==> src/rtl/dma_xfer_ctrl.sv <==
// Single-channel DMA sequencer: launches read/write command issuers and tracks RLAST/B completions.
// Accept at T, start pulses at T+1, done one cycle after the final event; job_ready low from launch through done.
module dma_xfer_ctrl #(
    parameter int C_AXI_DATA_WIDTH = 32,
    parameter int TIMEOUT_CYCLES   = 4096
) (
    input  logic                        clk,
    input  logic                        rst_n,
    input  logic                        job_valid,
    output logic                        job_ready,
    input  logic [C_AXI_DATA_WIDTH-1:0] job_src,
    input  logic [C_AXI_DATA_WIDTH-1:0] job_dst,
    input  logic [15:0]                 job_size,
    output logic                        rd_start,
    output logic [C_AXI_DATA_WIDTH-1:0] rd_src_addr,
    output logic [15:0]                 rd_size,
    output logic                        wr_start,
    output logic [C_AXI_DATA_WIDTH-1:0] wr_dst_addr,
    output logic [15:0]                 wr_size,
    input  logic                        M_AXI_RVALID,
    input  logic                        M_AXI_RREADY,
    input  logic                        M_AXI_RLAST,
    input  logic                        M_AXI_BVALID,
    input  logic [1:0]                  M_AXI_BRESP,
    output logic                        M_AXI_BREADY,
    output logic                        busy,
    output logic                        done,
    output logic                        err
);

    localparam int TW = $clog2(TIMEOUT_CYCLES);

    typedef enum logic [1:0] {
        IDLE   = 2'd0,
        LAUNCH = 2'd1,
        RUN    = 2'd2,
        DONE   = 2'd3
    } state_t;

    state_t        state;
    logic [8:0]    nb;
    logic [8:0]    rd_cnt;
    logic [8:0]    wr_cnt;
    logic [TW-1:0] timer;

    logic          rd_evt;
    logic          wr_evt;
    logic [8:0]    rd_next;
    logic [8:0]    wr_next;
    logic          all_done;
    logic          timeout_hit;
    logic          unused_bresp0;

    // Events past the burst target are dropped so the counters saturate at nb.
    assign rd_evt      = (state == RUN) && M_AXI_RVALID && M_AXI_RREADY && M_AXI_RLAST
                         && (rd_cnt != nb);
    assign wr_evt      = M_AXI_BREADY && M_AXI_BVALID && (wr_cnt != nb);
    assign rd_next     = rd_cnt + {8'd0, rd_evt};
    assign wr_next     = wr_cnt + {8'd0, wr_evt};
    assign all_done    = (rd_next == nb) && (wr_next == nb);
    // Timer register reaches TIMEOUT_CYCLES-1 on this edge, so abort now.
    assign timeout_hit = !rd_evt && !wr_evt && (timer == TW'(TIMEOUT_CYCLES - 2));

    assign unused_bresp0 = M_AXI_BRESP[0];

    always_ff @(posedge clk) begin
        if (!rst_n) begin
            state        <= IDLE;
            job_ready    <= 1'b1;
            rd_start     <= 1'b0;
            wr_start     <= 1'b0;
            rd_src_addr  <= '0;
            wr_dst_addr  <= '0;
            rd_size      <= '0;
            wr_size      <= '0;
            M_AXI_BREADY <= 1'b0;
            busy         <= 1'b0;
            done         <= 1'b0;
            err          <= 1'b0;
            nb           <= '0;
            rd_cnt       <= '0;
            wr_cnt       <= '0;
            timer        <= '0;
        end else begin
            rd_start <= 1'b0;
            wr_start <= 1'b0;
            done     <= 1'b0;
            case (state)
                IDLE: begin
                    if (job_valid && job_ready) begin
                        rd_src_addr <= job_src;
                        wr_dst_addr <= job_dst;
                        rd_size     <= job_size;
                        wr_size     <= job_size;
                        nb          <= {1'b0, job_size[15:8]} + 9'd1;
                        rd_cnt      <= '0;
                        wr_cnt      <= '0;
                        timer       <= '0;
                        err         <= 1'b0;
                        job_ready   <= 1'b0;
                        busy        <= 1'b1;
                        rd_start    <= 1'b1;
                        wr_start    <= 1'b1;
                        state       <= LAUNCH;
                    end
                end
                LAUNCH: begin
                    M_AXI_BREADY <= 1'b1;
                    state        <= RUN;
                end
                RUN: begin
                    rd_cnt <= rd_next;
                    wr_cnt <= wr_next;
                    if (wr_evt && M_AXI_BRESP[1]) begin
                        err <= 1'b1;
                    end
                    if (rd_evt || wr_evt) begin
                        timer <= '0;
                    end else begin
                        timer <= timer + TW'(1);
                    end
                    if (all_done || timeout_hit) begin
                        if (!all_done) begin
                            err <= 1'b1;
                        end
                        done         <= 1'b1;
                        busy         <= 1'b0;
                        M_AXI_BREADY <= 1'b0;
                        state        <= DONE;
                    end
                end
                DONE: begin
                    job_ready <= 1'b1;
                    state     <= IDLE;
                end
                default: begin
                    state <= IDLE;
                end
            endcase
        end
    end

    a_start_pair: assert property (@(posedge clk) disable iff (!rst_n) rd_start == wr_start);
    a_cnt_sat:    assert property (@(posedge clk) disable iff (!rst_n) (rd_cnt <= nb) && (wr_cnt <= nb));
    a_done_idle:  assert property (@(posedge clk) disable iff (!rst_n) done |-> !busy && !job_ready);

endmodule

==> config.mk <==
export PLATFORM = sky130hd
export DESIGN_NAME = dma_xfer_ctrl
export DESIGN_NICKNAME = d
export VERILOG_FILES = /design/src/rtl/dma_xfer_ctrl.sv
export SDC_FILE = /design/constraint.sdc
export NUM_CORES = 1
export LEC_CHECK = 0
export ABC_AREA = 1
export CELL_PAD_IN_SITES_DETAIL_PLACEMENT = 1
export CELL_PAD_IN_SITES_GLOBAL_PLACEMENT = 2
export CORE_MARGIN = 2
export CORE_UTILIZATION = 26
export CTS_CLUSTER_DIAMETER = 30
export CTS_CLUSTER_SIZE = 10
export DETAILED_ROUTE_END_ITERATION = 10
export PLACE_DENSITY = 0.83
export SLEW_MARGIN = 20
export SYNTH_ARGS = -nofsm -noshare
export SYNTH_HDL_FRONTEND = slang
export SYNTH_SLANG_ARGS = --single-unit
==> constraint.sdc <==
create_clock -name clk -period 5.2 [get_ports clk]
set_input_delay 0.52 -clock clk [delete_from_list [all_inputs] [get_ports clk]]
set_output_delay 0.52 -clock clk [all_outputs]
set_load 0.1 [all_outputs]
==> results.cfg <==
[run_status]
status = finished clean

[job]
max_cap_viol_count = 0

[synth]
synth_top_family_by_area = simple AND/OR/NAND/NOR gates
yosys_register_bits = 127
synthFlopType = dfxtp_1
syn_area_mm2 = 0.00577
synthCells = 805
ys_seq_area_share_pct = 44.0
avgSynthCellArea_um2 = 7.17
synth-edff-count = 0
synth_area_leader_cell = dfxtp_1
yosysTopAreaCellShare_pct = 44.0
synth_async_sr_flop_share_pct = 0
synth.top_cells.by_area = dfxtp_1, nor2_1, o21ai_0
yosysWarnings = 0
synthAdderAreaFrac_pct = 2.17
synth-compound-area-share_pct = 13.7
yosys.area_share.simple_pct = 27.9
synthDistinctLibCells = 42
syn_nets = 904
synth-xor-area-share_pct = 3.34
synthMuxAreaShare_pct = 0

[route]
via_count = 5779
wl_per_cell_um = 15.6
drcViolationCount = 0
drtIter0Drc = 199
ant_nets = 0
vias_per_cell = 4.58
firstDrtPassIters = 4
routed_wl_um = 19600

[setup_path]
start_kind = register
critical_path_class = reg -> reg
end_kind = register
crit_chain = inv_1, ha_1, inv_1, nor2_4, inv_2, nand2_4, nor2_1, inv_1, o21ai_0, nand2_1, inv_1
timing.rr.start = state[1]$_SDFFE_PN0P_
cp.required_ns = 5.57
cpMaxStageDelayCell = inv_2
cp_max_fo = 47
crit_buf_inv = 5
critPathTopFamily = buffers and inverters
worst-r2r-setup-slack_ns = 2.18
cp_common_cell = inv_1
slowest_delay_ns = 0.67
startpoint = state[1]$_SDFFE_PN0P_
worstPathArrival_ns = 3.39

[finish]
final_nets = 1067
final_cell_mix = nor2_1, clkdlybuf4s50_1, dfxtp_1
area_growth_syn_to_layout_pct = 45.3
final_layout_size_suffix_gt1_share_pct = 6.22
num_antenna_cells = 0
fin_area_mm2 = 0.00839
layout_commonest_cell = nor2_1
stdcell_count = 1261

[timing]
skew_ns = 0.0123
relSlewSlack_pct = 30.3
drv_slew = 0
whs_ns = 0.466
fmax_mhz = 331
rsz0062_at_grt = false
tightest_slew_ns = 1.04
min_period_over_period_pct = 58.2
hold_violations = 0
setup_viol = 0
fin_tns_setup_ns = 0
period_needed_ns = 3.02

[clock_tree]
numClockSinks = 127
cts_resized = 0
htree_levels = 4
cts_tree = built
cts_max_path_buffers = 2
numCtsBuffers = 17
cts_root_buffer = clkbuf_16
postCtsSetupRepairBufs = 0
clkSlewWorstSetupHoldPaths_ns = 0.06
insertion_delay_ns = 0.42
hold_buffers = 0

[floorplan]
core_area_mm2 = 0.0218
rows = 54
io_pins = 192
fp.dieH_um = 153
die_x_um = 153
start_util_pct = 26.5
dieArea_mm2 = 0.0234

[global_routing]
antenna_found_initial = 0
gr-usage-all-layers_pct = 16.8
grt_pass1_wl_um = 31600
grt_pass1_vias = 5940
grt_overflow = 0
grt_start_max_net_pins = 90

[place]
port_buffers = 190
place_inst = 1229
place_congestion = 0.814
dp.final_hpwl_um = 14000
place_area_mm2 = 0.00779

[min_path]
min_path_type = reg -> reg
hold_start = busy$_SDFFE_PN0P_

[power_and_ir_drop]
p_per_area_mw_per_mm2 = 589
totalPowerFinal_w = 0.00494
p_leak_nw = 3.43
ir_drop_v = 0.000286
registers in the layout (all words and copies together) (netlist names):
signal	flops
wr_dst_addr	32
timer	12
wr_size	16
state	2
wr_cnt	9
M_AXI_BREADY	1
wr_start	1
busy	1
job_ready	1
rd_src_addr	32
nb	9
rd_cnt	9
done	1
err	1
path summary, 6_finish.rpt:
check,to,cells after the start
worst max-delay path,rd_cnt[2]$_SDFFE_PN0P_,11
worst max register to register,rd_cnt[2]$_SDFFE_PN0P_,11
worst min register to register,busy$_SDFFE_PN0P_,2
worst min-delay path,busy$_SDFFE_PN0P_,2
Yosys cell counts, types with 2 or more instances:
library cell	n
nor2_2	2
ha_1	10
buf_4	17
inv_1	66
dfxtp_1	127
nand3_2	3
nand2_2	7
o22ai_1	7
a21oi_1	19
nor2_1	194
inv_2	3
nand3_1	37
o21ai_2	2
xor2_1	13
buf_1	10
nor2_4	4
o211ai_1	3
o21ai_0	98
nand3b_1	2
nand2_1	119
nor3_1	5
clkbuf_2	2
a32o_1	3
nand4_1	5
nor4_1	2
o32ai_1	2
clkbuf_1	19
o21ai_1	2
xnor2_1	9
metrics by stage:
| stage | utilization [%] | setup slack (ns) |
|---|---|---|
| final | 38.4 | 2.18 |
| after global routing | 38.4 | 1.81 |
| after CTS | 38.4 | 2.13 |
| after detailed placement | 35.7 | 1.89 |
| after global placement | 35.7 | 1.89 |
| after floorplan | - | 2.48 |
worst reg2reg max path, cell delays in order (launching register included):
cell and delay [ns]:
dfxtp_1 0.39, inv_1 0.06, ha_1 0.18, inv_1 0.14, nor2_4 0.06, inv_2 0.67, nand2_4 0.25, nor2_1 0.52
inv_1 0.39, o21ai_0 0.18, nand2_1 0.07, inv_1 0.06
cell families (layout without fill, tap and decap cells):
group	count (synthesis)	count (layout)
and+or+nand+nor	384	384
AOI/OAI and AO/OA	144	144
DFF	127	127
buffers and inverters	118	294
xor gates and xnor gates	22	22
adders and majority gates	10	10
final cells by class:
type	count	area (um2)
Fill cell	2638	13400
Multi-Input combinational cell	560	2720
Sequential cell	127	2540
Timing Repair Buffer	193	1920
Clock buffer	17	425
Tap cell	280	350
Inverter	69	259
Clock inverter	15	171
metal layers:
| metal | GRT usage [%] | vias up | share of wire (%) |
|---|---|---|---|
| met2 | 26.4 | 146 | 45 |
| met1 | 20.5 | 2716 | 45 |
| met3 | 8.93 | 12 | 9.8 |
| met4 | 3.70 | 0 | 0.77 |
| li1 | - | 2905 | - |
| met5 | 0 | - | 0 |
report_power, final:
group	switching, W	internal [W]	total [W]
clock network	0.000535	0.000685	0.00122
logic	0.00191	0.000537	0.00244
registers	0.000123	0.00116	0.00128
No activity file was read; power rests on OpenSTA's default activity.
